`config.mk`:
```
export PLATFORM = sky130hd
export DESIGN_NAME = bn254_host_link
export DESIGN_NICKNAME = d
export VERILOG_FILES = /design/src/rtl/bn254_host_link.sv
export SDC_FILE = /design/constraint.sdc
export NUM_CORES = 1
export LEC_CHECK = 0
export BUFFER_PORTS_ARGS = -buffer_cell sky130_fd_sc_hd__buf_2
export CAP_MARGIN = 20
export CORE_AREA = 2 2 701 703
export CTS_CLUSTER_SIZE = 24
export DETAILED_ROUTE_END_ITERATION = 6
export DIE_AREA = 0 0 703 705
export SYNTH_ARGS = -nofsm -noshare
export SYNTH_HDL_FRONTEND = slang
export SYNTH_SLANG_ARGS = --single-unit
```
`constraint.sdc`:
```
create_clock -name clk -period 24.3 [get_ports clk]
set_input_delay 4.86 -clock clk [delete_from_list [all_inputs] [get_ports clk]]
set_output_delay 4.86 -clock clk [all_outputs]
set_load 0.01 [all_outputs]
```
`src/rtl/bn254_host_link.sv`:
```
// Host-side sequencer for the BN254 core: streams words into core BRAM, starts
// the core, waits for it to finish, then streams results back out via a small FIFO.
module bn254_host_link #(
   parameter int DATA_W   = 436,
   parameter int ADDR_W   = 10,
   parameter int RD_LAT   = 2,
   parameter int START_TO = 64
) (
   input  logic              clk,
   input  logic              rst,
   input  logic              cmd_valid,
   output logic              cmd_ready,
   input  logic [3:0]        cmd_func,
   input  logic [ADDR_W-1:0] cmd_ld_base,
   input  logic [ADDR_W-1:0] cmd_ld_len,
   input  logic [ADDR_W-1:0] cmd_st_base,
   input  logic [ADDR_W-1:0] cmd_st_len,
   input  logic              s_valid,
   output logic              s_ready,
   input  logic [DATA_W-1:0] s_data,
   output logic              m_valid,
   input  logic              m_ready,
   output logic [DATA_W-1:0] m_data,
   output logic              done,
   output logic              err,
   output logic              core_run,
   output logic [3:0]        core_n_func,
   output logic              core_extin_en,
   output logic [ADDR_W-1:0] core_extin_addr,
   output logic [DATA_W-1:0] core_extin_data,
   output logic [ADDR_W-1:0] core_extout_addr,
   input  logic [DATA_W-1:0] core_extout_data,
   input  logic              core_busy
);

   localparam int DEPTH = RD_LAT + 2;
   localparam int CW    = $clog2(DEPTH + 1);
   localparam int PW    = (DEPTH > 1) ? $clog2(DEPTH) : 1;
   localparam int TW    = $clog2(START_TO + 1);

   typedef enum logic [2:0] {
      IDLE, LOAD, START, WAIT_HI, WAIT_LO, UNLOAD, DRAIN
   } state_t;

   state_t            state_q, state_d;
   logic [3:0]        func_q, func_d;
   logic [ADDR_W-1:0] ld_base_q, ld_base_d, ld_len_q, ld_len_d;
   logic [ADDR_W-1:0] st_base_q, st_base_d, st_len_q, st_len_d;
   logic [ADDR_W-1:0] ld_cnt_q, ld_cnt_d, st_cnt_q, st_cnt_d;
   logic [TW-1:0]     timer_q, timer_d;
   logic              err_q, err_d;
   logic [RD_LAT-1:0] vld_q, vld_d;
   logic [CW-1:0]     inflight_q, inflight_d, count_q, count_d;
   logic [PW-1:0]     wr_ptr_q, wr_ptr_d, rd_ptr_q, rd_ptr_d;
   logic [DATA_W-1:0] fifo_mem [DEPTH];

   logic          issue, capture, pop, can_issue;
   logic [CW:0]   credit_used;

   always_comb begin
      state_d       = state_q;
      func_d        = func_q;
      ld_base_d     = ld_base_q;
      ld_len_d      = ld_len_q;
      st_base_d     = st_base_q;
      st_len_d      = st_len_q;
      ld_cnt_d      = ld_cnt_q;
      st_cnt_d      = st_cnt_q;
      timer_d       = timer_q;
      err_d         = err_q;
      cmd_ready     = 1'b0;
      s_ready       = 1'b0;
      core_run      = 1'b0;
      core_extin_en = 1'b0;
      done          = 1'b0;
      issue         = 1'b0;
      case (state_q)
         IDLE: begin
            cmd_ready = 1'b1;
            if (cmd_valid) begin
               func_d    = cmd_func;
               ld_base_d = cmd_ld_base;
               ld_len_d  = cmd_ld_len;
               st_base_d = cmd_st_base;
               st_len_d  = cmd_st_len;
               ld_cnt_d  = '0;
               st_cnt_d  = '0;
               err_d     = 1'b0;
               state_d   = (cmd_ld_len == '0) ? START : LOAD;
            end
         end
         LOAD: begin
            s_ready = 1'b1;
            if (s_valid) begin
               core_extin_en = 1'b1;
               ld_cnt_d      = ld_cnt_q + ADDR_W'(1);
               if (ld_cnt_q == ld_len_q - ADDR_W'(1)) state_d = START;
            end
         end
         START: begin
            core_run = 1'b1;
            timer_d  = '0;
            state_d  = WAIT_HI;
         end
         WAIT_HI: begin
            if (core_busy) begin
               state_d = WAIT_LO;
            end else if (timer_q == TW'(START_TO - 1)) begin
               err_d   = 1'b1;
               done    = 1'b1;
               state_d = IDLE;
            end else begin
               timer_d = timer_q + TW'(1);
            end
         end
         WAIT_LO: begin
            if (!core_busy) begin
               if (st_len_q == '0) begin
                  done    = 1'b1;
                  state_d = IDLE;
               end else begin
                  state_d = UNLOAD;
               end
            end
         end
         UNLOAD: begin
            // A read is only issued when a FIFO slot is guaranteed for its data.
            if (can_issue) begin
               issue    = 1'b1;
               st_cnt_d = st_cnt_q + ADDR_W'(1);
               if (st_cnt_q == st_len_q - ADDR_W'(1)) state_d = DRAIN;
            end
         end
         DRAIN: begin
            if (inflight_q == '0 && count_q == '0) begin
               done    = 1'b1;
               state_d = IDLE;
            end
         end
         default: state_d = IDLE;
      endcase
   end

   always_comb begin
      capture     = vld_q[RD_LAT-1];
      pop         = (count_q != '0) && m_ready;
      credit_used = {1'b0, count_q} + {1'b0, inflight_q};
      can_issue   = credit_used < (CW+1)'(DEPTH);
      vld_d       = RD_LAT'({vld_q, issue});
      inflight_d  = inflight_q + CW'(issue) - CW'(capture);
      count_d     = count_q + CW'(capture) - CW'(pop);
      wr_ptr_d    = wr_ptr_q;
      rd_ptr_d    = rd_ptr_q;
      if (capture) wr_ptr_d = (wr_ptr_q == PW'(DEPTH - 1)) ? '0 : wr_ptr_q + PW'(1);
      if (pop)     rd_ptr_d = (rd_ptr_q == PW'(DEPTH - 1)) ? '0 : rd_ptr_q + PW'(1);
   end

   always_ff @(posedge clk or posedge rst) begin
      if (rst) begin
         state_q    <= IDLE;
         func_q     <= '0;
         ld_base_q  <= '0;
         ld_len_q   <= '0;
         st_base_q  <= '0;
         st_len_q   <= '0;
         ld_cnt_q   <= '0;
         st_cnt_q   <= '0;
         timer_q    <= '0;
         err_q      <= 1'b0;
         vld_q      <= '0;
         inflight_q <= '0;
         count_q    <= '0;
         wr_ptr_q   <= '0;
         rd_ptr_q   <= '0;
      end else begin
         state_q    <= state_d;
         func_q     <= func_d;
         ld_base_q  <= ld_base_d;
         ld_len_q   <= ld_len_d;
         st_base_q  <= st_base_d;
         st_len_q   <= st_len_d;
         ld_cnt_q   <= ld_cnt_d;
         st_cnt_q   <= st_cnt_d;
         timer_q    <= timer_d;
         err_q      <= err_d;
         vld_q      <= vld_d;
         inflight_q <= inflight_d;
         count_q    <= count_d;
         wr_ptr_q   <= wr_ptr_d;
         rd_ptr_q   <= rd_ptr_d;
      end
   end

   // FIFO storage carries no reset; occupancy alone decides validity.
   always_ff @(posedge clk) begin
      if (capture) fifo_mem[wr_ptr_q] <= core_extout_data;
   end

   assign m_valid          = (count_q != '0);
   assign m_data           = fifo_mem[rd_ptr_q];
   assign err              = err_q;
   assign core_n_func      = func_q;
   assign core_extin_addr  = ld_base_q + ld_cnt_q;
   assign core_extin_data  = s_data;
   assign core_extout_addr = st_base_q + st_cnt_q;

endmodule

```
* Word-level counts from Yosys, hierarchy flattened
Memory sizes are Yosys's and may differ from the RTL's.
Index checks and enable logic that the tools add are counted.
Widths: inputs -> output; s select.
** Operators by class
- $lt $le $gt $ge :: 1
- Bitwise gates (word level) :: 0
- Add/sub/neg operators :: 14
- Div/mod/pow operators :: 0
- Multiplexer cells :: 41
- Reductions and logical operators :: 18
- Shift-type cells :: 0
- Multiply operators :: 0
- Equality and inequality tests :: 22
** Operator list (count)
- $pmux 10 s2 :: 2
- $mux 10 :: 3
- $mux 3 :: 10
- $pmux 3 s7 :: 1
- $add 10x1->10 const B :: 2
- $add 10x10->10 :: 2
- $eq 10x10->1 :: 2
- $logic_not 10->1 :: 2
- $ne 2x2->1 const B :: 10
- $sub 10x1->10 const B :: 2
- $mux 1 :: 17
- $mux 7 :: 2
- $pmux 7 s2 :: 1
- $eq 3x3->1 const B :: 3
- $logic_not 3->1 :: 3
- $reduce_and 3->1 :: 3
- $reduce_and 8->1 :: 1
- $reduce_bool 2->1 :: 4
- $add 7x1->7 const B :: 1
- $eq 7x6->1 const B :: 1
- $add 3x1->3 :: 2
- $eq 3x2->1 const B :: 2
- $mux 2 :: 3
- $sub 3x1->3 :: 2
- 12 further kinds :: 15
** Storage, ports and cells
- Output and inout bits :: 903
- Input port bits :: 922
- Register bits after elaboration :: 87
- Bits in writable memories :: 1744
- Word-level logic and storage cells :: 112
- Bits in latches :: 0
- Memories kept :: 1
- ROM bits :: 0
** Memory list
- fifo_mem :: depth 4, width 436, rd ports 1, clocked after Yosys merged registers in 0, write ports 1, line 55 : logic [DATA_W-1:0] fifo_mem [DEPTH];

* Logic depth before layout (Yosys ltp)
Gate-level depths: netlist of the first run.
- Word-level depth :: 6
- Depth in mapped cells :: 10

* Worst setup path after synthesis of the first run
OpenSTA, ideal clock, no wires.
- Kind :: register -> register
- From :: register wr_ptr_q[0]
- To :: memory fifo_mem[0][0], enable pin
- Setup time :: 0.854 ns
- Cell stages (with the launch flop) :: 4
- Path buffers :: 0
- Slack :: 12.991 ns
- Required time :: 23.446 ns
- Data arrival time :: 10.455 ns
- Cell sequence :: dfrtp_1 inv_1 ha_1 and2_1
** RTL lines
- from (decl) :: line 54 : logic [PW-1:0] wr_ptr_q, wr_ptr_d, rd_ptr_q, rd_ptr_d;
- from (signal assigned) :: line 189 : wr_ptr_q <= wr_ptr_d;
- to (decl) :: line 55
No word-level cell before the write port.

* Worst setup path in the final report of the first run
- From :: register rd_ptr_q[0]
- To :: output m_data[415]
** Between the ends
- Longest elaborated chain between the ends :: 1
** Ends and longest elaborated chain
- from (decl) :: line 54
- from (signal assigned) :: line 190 : rd_ptr_q <= rd_ptr_d;
- $mem_v2 4x436
- to (decl) :: line 23 : output logic [DATA_W-1:0] m_data,
No other way between the ends.

==> results.yml, run 1 <==
placement:
  pre_cts_ws_ps: 14020
  hpwl_mm: 208
  io_buffers: 952
  gp_congestion: 0.819
outcome:
  status: "completed"
routing:
  routedWlPerCell_um: 26.3
  drt_wl_total_mm: 280
  drc: 0
  firstDrtPassIters: 7
  ant_nets: 0
  drtIter0Drc: 2994
  dr_total_vias: 35200
  viasPerCell: 3.31
setup_path:
  cp_slowest_cell: "dfrtp_4"
  cp_max_fo: 45
  path_buf_inv: 5
  crit_type: "reg2out"
  reg2reg_from: "wr_ptr_q[0]$_DFFE_PP0P_"
  arrival_ps: 6010
  crit_chain: "buf_4 -> buf_4 -> buf_4 -> buf_4 -> mux4_2 -> buf_2"
  start_kind: "flip-flop"
  critPathTopFamily: "buffers and inverters"
  slowest_delay_ps: 940
  critPathMostFrequentCell: "buf_4"
  cp-end-kind: "output port"
  crit_start: "rd_ptr_q[0]$_DFFE_PP0P_"
  crit_required_ps: 19440
clocking:
  htree_levels: 4
  cts_max_path_buffers: 4
  hold_buffers: 0
  clk_latency_ps: 880
  cts_tree: "done"
  cts_setup_buffers: 0
  clock_sinks: 1831
  cts_resized: 0
  numCtsBuffers: 198
  clk_pin_slew_ps: 60
  cts_root_buf: "clkbuf_16"
timing:
  slew_viol_final: 0
  timing.hold.ws_ps: 359
  worst_slack_ps: 13430
  finalHoldViolations: 0
  period_needed_ps: 10870
  max_slew_margin: 0.278
  fin_crit_sh: 0.447
  worstMarginPinSlew_ps: 1080
  max_freq_ghz: 0.0920
  fin_tns_setup_ps: 0
  fin_skew_ps: 75.9
  setup_violations: 0
  rsz0062_at_grt: "no"
layout:
  final_common_cell: "edfxtp_1"
  fin_util: 0.179
  area_growth_pct: 22.4
  drive_gt1_frac: 0.424
  final_cell_mix: "edfxtp_1 (1,744), buf_2 (952), mux4_2 (436)"
  nets: 4920
power_and_ir_drop:
  pwr-share-comb: 0.275
  switching_share: 0.309
  p_per_area_nw_per_um2: 107
  vdd_drop_max_mv: 0.0860
  p_clk_frac: 0.317
  internal_power_mw: 6.43
  switching_power_mw: 2.88
  pwr-share-seq: 0.408
  leakagePower_nw: 28.2
logic_synthesis:
  ys_warn_count: 0
  synth_seq_area_share: 0.766
  synthArstFlopShare: 0.0475
  synth_area_um2: 71200
  synth_cell_types: 69
  synth_enable_flop_cells: 1744
  synthFlopType: "edfxtp_1"
  avgSynthCellArea_um2: 21.5
  synthCells: 3310
  ys_ff_latch: 1831
  yosys-top-cells-area: "edfxtp_1 (74%), mux4_2 (14%), buf_4 (4.6%)"
  synth_top_area_frac: 0.736
  synth_nets: 4271
  synth_area_leader_cell: "edfxtp_1"
global_routing:
  grt_pass1_vias: 36100
  grt_usage: 0.107
  antenna_found_initial: 132
  grt_max_degree: 138
  grt_first_pass_wirelength_mm: 357
  overflow: 0
flow_run:
  cap_viol_max_count: 0
floorplanning:
  io_pins: 1825
  initial_core_util: 0.146
  fp.dieH_um: 705
  dieArea_um2: 496000
  fp-row-count: 257
  core_um2: 488000
  dieWidth_um: 703
hold_path:
  worstHoldPathType: "reg2reg"
  min-delay-start: "vld_q[0]$_DFF_PP0_"
## cell type report
class | count | area [um^2]
diodes | 43 | 108
clock buffers | 233 | 5090
clock inverters | 125 | 1250
fillers | 52200 | 401000
inverters | 33 | 130
multi-input cells | 893 | 12700
flip-flops and latches | 1831 | 54600
well taps | 6475 | 8100
repair buffers | 1002 | 5180
## final timing paths
kind | end | slack, ps | cells after the start
worst max-delay path | m_data[415] | 13430 | 6
worst min-delay path | vld_q[1]$_DFF_PP0_ | 360 | 0
worst max register to register | fifo_mem[0][320]$_DFFE_PP_ | 19310 | 7
worst min register to register | vld_q[1]$_DFF_PP0_ | 360 | 0
max in group asynchronous | ld_cnt_q[0]$_DFFE_PP0P_ | 19050 | 3
min in group asynchronous | st_base_q[2]$_DFFE_PP0P_ | 4020 | 2
## stage by stage
step	cells	power, mW	instance area (um^2)
2_1_floorplan	3310	5.48	71200
3_3_place_gp	10200	6.45	80700
3_5_place_dp	10200	6.49	80700
4_1_cts	10600	9.47	87000
5_1_grt	10600	9.69	87100
6_report	10600	9.31	87100
## Yosys cell counts, types with 7 or more instances
master and count:
edfxtp_1 1744, buf_4 436, mux4_2 436, nand2_1 151, dfrtp_1 87, clkbuf_1 54, ha_1 35, nor2_1 33
xor2_1 33, buf_1 31, inv_1 31, xnor2_1 31, buf_2 29, o21ai_0 24, a21oi_1 20, nand3_1 14
nor3_1 10, and2_1 7, and3_1 7, nand4_1 7, nor4_1 7, or3_1 7
## power by group through the flow
stage | combinational [mW] | sequential, mW | clock (mW)
2_1_floorplan | 1.61 | 3.87 | 0
3_3_place_gp | 2.60 | 3.85 | 0
3_5_place_dp | 2.62 | 3.87 | 0
4_1_cts | 2.63 | 3.80 | 3.03
5_1_grt | 2.72 | 3.82 | 3.15
6_report | 2.56 | 3.80 | 2.95
## layer usage
metal | global-route usage | share of wire | vias to the layer above
met3 | 0.0589 | 0.13 | 841
met5 | 0.000388 | 0.0014 | -
met4 | 0.0936 | 0.10 | 58
met2 | 0.191 | 0.51 | 1753
met1 | 0.0824 | 0.25 | 18300
li1 | - | - | 14300
## kinds of logic after synthesis
logic type / Yosys count / share of synthesized area
xor+xnor: 64 / 0.00787
buf+inv: 586 / 0.0549
flops: 1831 / 0.766
simple gates: 269 / 0.0180
mux: 438 / 0.138
fa+ha+maj: 39 / 0.00728
compound gates: 83 / 0.00740
## worst reg2reg max path, cell delays in order, from the launching register on
cell and delay [ps]:
dfrtp_1 420, inv_1 110, ha_1 150, and2_4 410, buf_4 750, buf_4 790, buf_4 970, buf_4 940
## flip-flops by register name, summed over array words and instances, names as in the netlist, 7 cells and up
signal and count:
fifo_mem 1744, ld_base_q 10, ld_cnt_q 10, ld_len_q 10, st_base_q 10, st_cnt_q 10, st_len_q 10, timer_q 7
Note: power is estimated with default switching activity, not from simulation.
==> run 2: changes to the inputs <==
ABC_AREA = 1   (was default)
CORE_AREA = 2 2 713 715   (was 2 2 701 703)
DIE_AREA = 0 0 715 717   (was 0 0 703 705)
clock period = 10.42 ns   (was 24.3 ns; I/O delays follow)
==> results.yml, run 2 <==
clocking:
  cts_resized: 0
  cts_setup_buffers: 0
  hold_buffers: 0
  cts_max_path_buffers: 4
  clock_sinks: 1831
  numCtsBuffers: 198
  cts_root_buf: "clkbuf_16"
  clk_pin_slew_ps: 60
  cts_tree: "done"
  htree_levels: 4
  clk_latency_ps: 900
logic_synthesis:
  synthCells: 5400
  synth_top_family_by_area: "compound AO/OA/AOI/OAI gates"
  synth_area_um2: 72700
  synth_seq_area_share: 0.750
  yosys.area_share.simple: 0.0687
  synth_top_area_frac: 0.720
  synthArstFlopShare: 0.0475
  synth-compound-area-share: 0.104
  yosys-top-cells-area: "edfxtp_1 (72%), o21ai_0 (6.3%), nor2_1 (4.8%)"
  synth_adder_area_share: 0.00712
  synthFlopType: "edfxtp_1"
  ys_ff_latch: 1831
  synth_area_leader_cell: "edfxtp_1"
  synth_nets: 6361
  avgSynthCellArea_um2: 13.5
  synth_most_common_cell: "edfxtp_1"
  synth_enable_flop_cells: 1744
  synth_common_cells: "edfxtp_1 (1,744), nor2_1 (925), o21ai_0 (919)"
  muxShareOfSynthArea: 0
  synth-xor-area-share: 0.00349
  ys_warn_count: 0
  synth_cell_types: 45
setup_path:
  start_kind: "flip-flop"
  arrival_ps: 4770
  crit_required_ps: 8340
  crit_type: "reg2out"
  cp-end-kind: "output port"
  cp_max_fo: 163
timing:
  rsz0062_at_grt: "no"
  max_slew_margin: 0.255
  fin_skew_ps: 76.2
  timing.hold.ws_ps: 350
  fin_crit_sh: 0.658
  max_freq_ghz: 0.146
  period_needed_ps: 6850
  slew_viol_final: 0
  setup_violations: 0
  worstMarginPinSlew_ps: 1120
  fin_tns_setup_ps: 0
  finalHoldViolations: 0
placement:
  hpwl_mm: 270
  gp_congestion: 0.926
  io_buffers: 952
floorplanning:
  initial_core_util: 0.144
  dieWidth_um: 715
  io_pins: 1825
  dieArea_um2: 513000
  core_um2: 505000
  fp.dieH_um: 717
  fp-row-count: 261
routing:
  dr_total_vias: 45500
  drt_wl_total_mm: 355
  routedWlPerCell_um: 27.8
  firstDrtPassIters: 6
  viasPerCell: 3.56
  ant_nets: 0
  drtIter0Drc: 3890
  drc: 0
global_routing:
  grt_usage: 0.130
  grt_max_degree: 221
  overflow: 0
  antenna_found_initial: 138
  grt_first_pass_wirelength_mm: 441
  grt_pass1_vias: 42400
power_and_ir_drop:
  pwr-share-comb: 0.330
  switching_power_mw: 8.50
  p_clk_frac: 0.299
  pwr-share-seq: 0.371
  vdd_drop_max_mv: 0.204
  switching_share: 0.373
  internal_power_mw: 14.3
  p_per_area_nw_per_um2: 258
  leakagePower_nw: 29.1
layout:
  drive_gt1_frac: 0.217
  top_register: "fifo_mem"
  final_common_cell: "edfxtp_1"
  largest_reg_flops: 1744
  final_cell_mix: "edfxtp_1 (1,744), buf_2 (952), nor2_1 (925)"
  area_growth_pct: 21.6
  nets: 6825
flow_run:
  cap_viol_max_count: 0
outcome:
  status: "completed"
hold_path:
  worstHoldPathType: "reg2reg"
run 2: cell types whose count changed after synthesis, sizes merged, moves of 10 or more:
cell and change:
buf -24, clkbuf +207, inv +71, mux4 -436, nand2 +99, nand3 +34, nor2 +897, o21ai +895
o22ai +435, xnor2 -25, xor2 -10
run 2: worst paths after layout:
kind | from | end | slack, ps | cells after the start
max | rd_ptr_q[1]$_DFFE_PP0P_ | m_data[151] | 3570 | 6
min | vld_q[0]$_DFF_PP0_ | vld_q[1]$_DFF_PP0_ | 350 | 0
max reg2reg | vld_q[1]$_DFF_PP0_ | fifo_mem[2][187]$_DFFE_PP_ | 6740 | 4
min reg2reg | vld_q[0]$_DFF_PP0_ | vld_q[1]$_DFF_PP0_ | 350 | 0
max in group asynchronous | rst | ld_cnt_q[0]$_DFFE_PP0P_ | 7810 | 3
min in group asynchronous | rst | rd_ptr_q[0]$_DFFE_PP0P_ | 1260 | 2
run 2: cell type report:
class | count | area (um^2)
Fill cell | 54800 | 416000
Sequential cell | 1831 | 54600
Multi-Input combinational cell | 2730 | 13400
Tap cell | 6706 | 8390
Timing Repair Buffer | 1000 | 5380
Clock buffer | 245 | 5140
Clock inverter | 103 | 1070
Inverter | 103 | 437
Antenna cell | 48 | 120
run 2: per-layer routing:
layer  routed length [um]  global-route usage
met2               188000               0.246
met1                84800              0.0911
met3                50000              0.0806
met4                30300              0.0931
met5                 1250              0.0116
run 2: cell families (layout without fill, tap and decap cells):
| logic type | after synthesis | after routing |
|---|---|---|
| AND/OR/NAND/NOR | 1262 | 1262 |
| adder cells (fa/ha/maj) | 39 | 39 |
| XOR/XNOR | 29 | 29 |
| AO/OA/AOI/OAI | 1400 | 1400 |
| buffers and inverters | 839 | 1451 |
| flip-flops | 1831 | 1831 |
| other | 0 | 48 |
run 2: power groups by stage:
stage | Combinational (mW) | Sequential (mW) | Clock (mW)
finish | 7.52 | 8.47 | 6.82
global route | 8.17 | 8.50 | 7.25
CTS | 7.70 | 8.48 | 7.00
detailed placement | 7.68 | 8.63 | 0
floorplan | 4.21 | 8.55 | 0
global placement | 7.64 | 8.62 | 0
run 2: per-stage QoR:
stage / total power [mW] / std cells / setup WS, ps / utilization / instance area (um^2)
final: 22.8 / 12800 / 3570 / 0.175 / 88500
after global routing: 23.9 / 12700 / 3420 / 0.175 / 88400
after CTS: 23.2 / 12700 / 3500 / 0.175 / 88300
after detailed placement: 16.3 / 12400 / 4530 / 0.163 / 82100
after global placement: 16.3 / 12400 / 3830 / 0.163 / 82100
after floorplan: 12.8 / 5400 / 532 / - / 72700
run 2: worst max-delay path, stage by stage (launching register included):
cell     delay [ps]
dfrtp_4         710
inv_8           440
buf_12          380
buf_12          550
o21ai_0         210
o22ai_1         550
buf_2           290
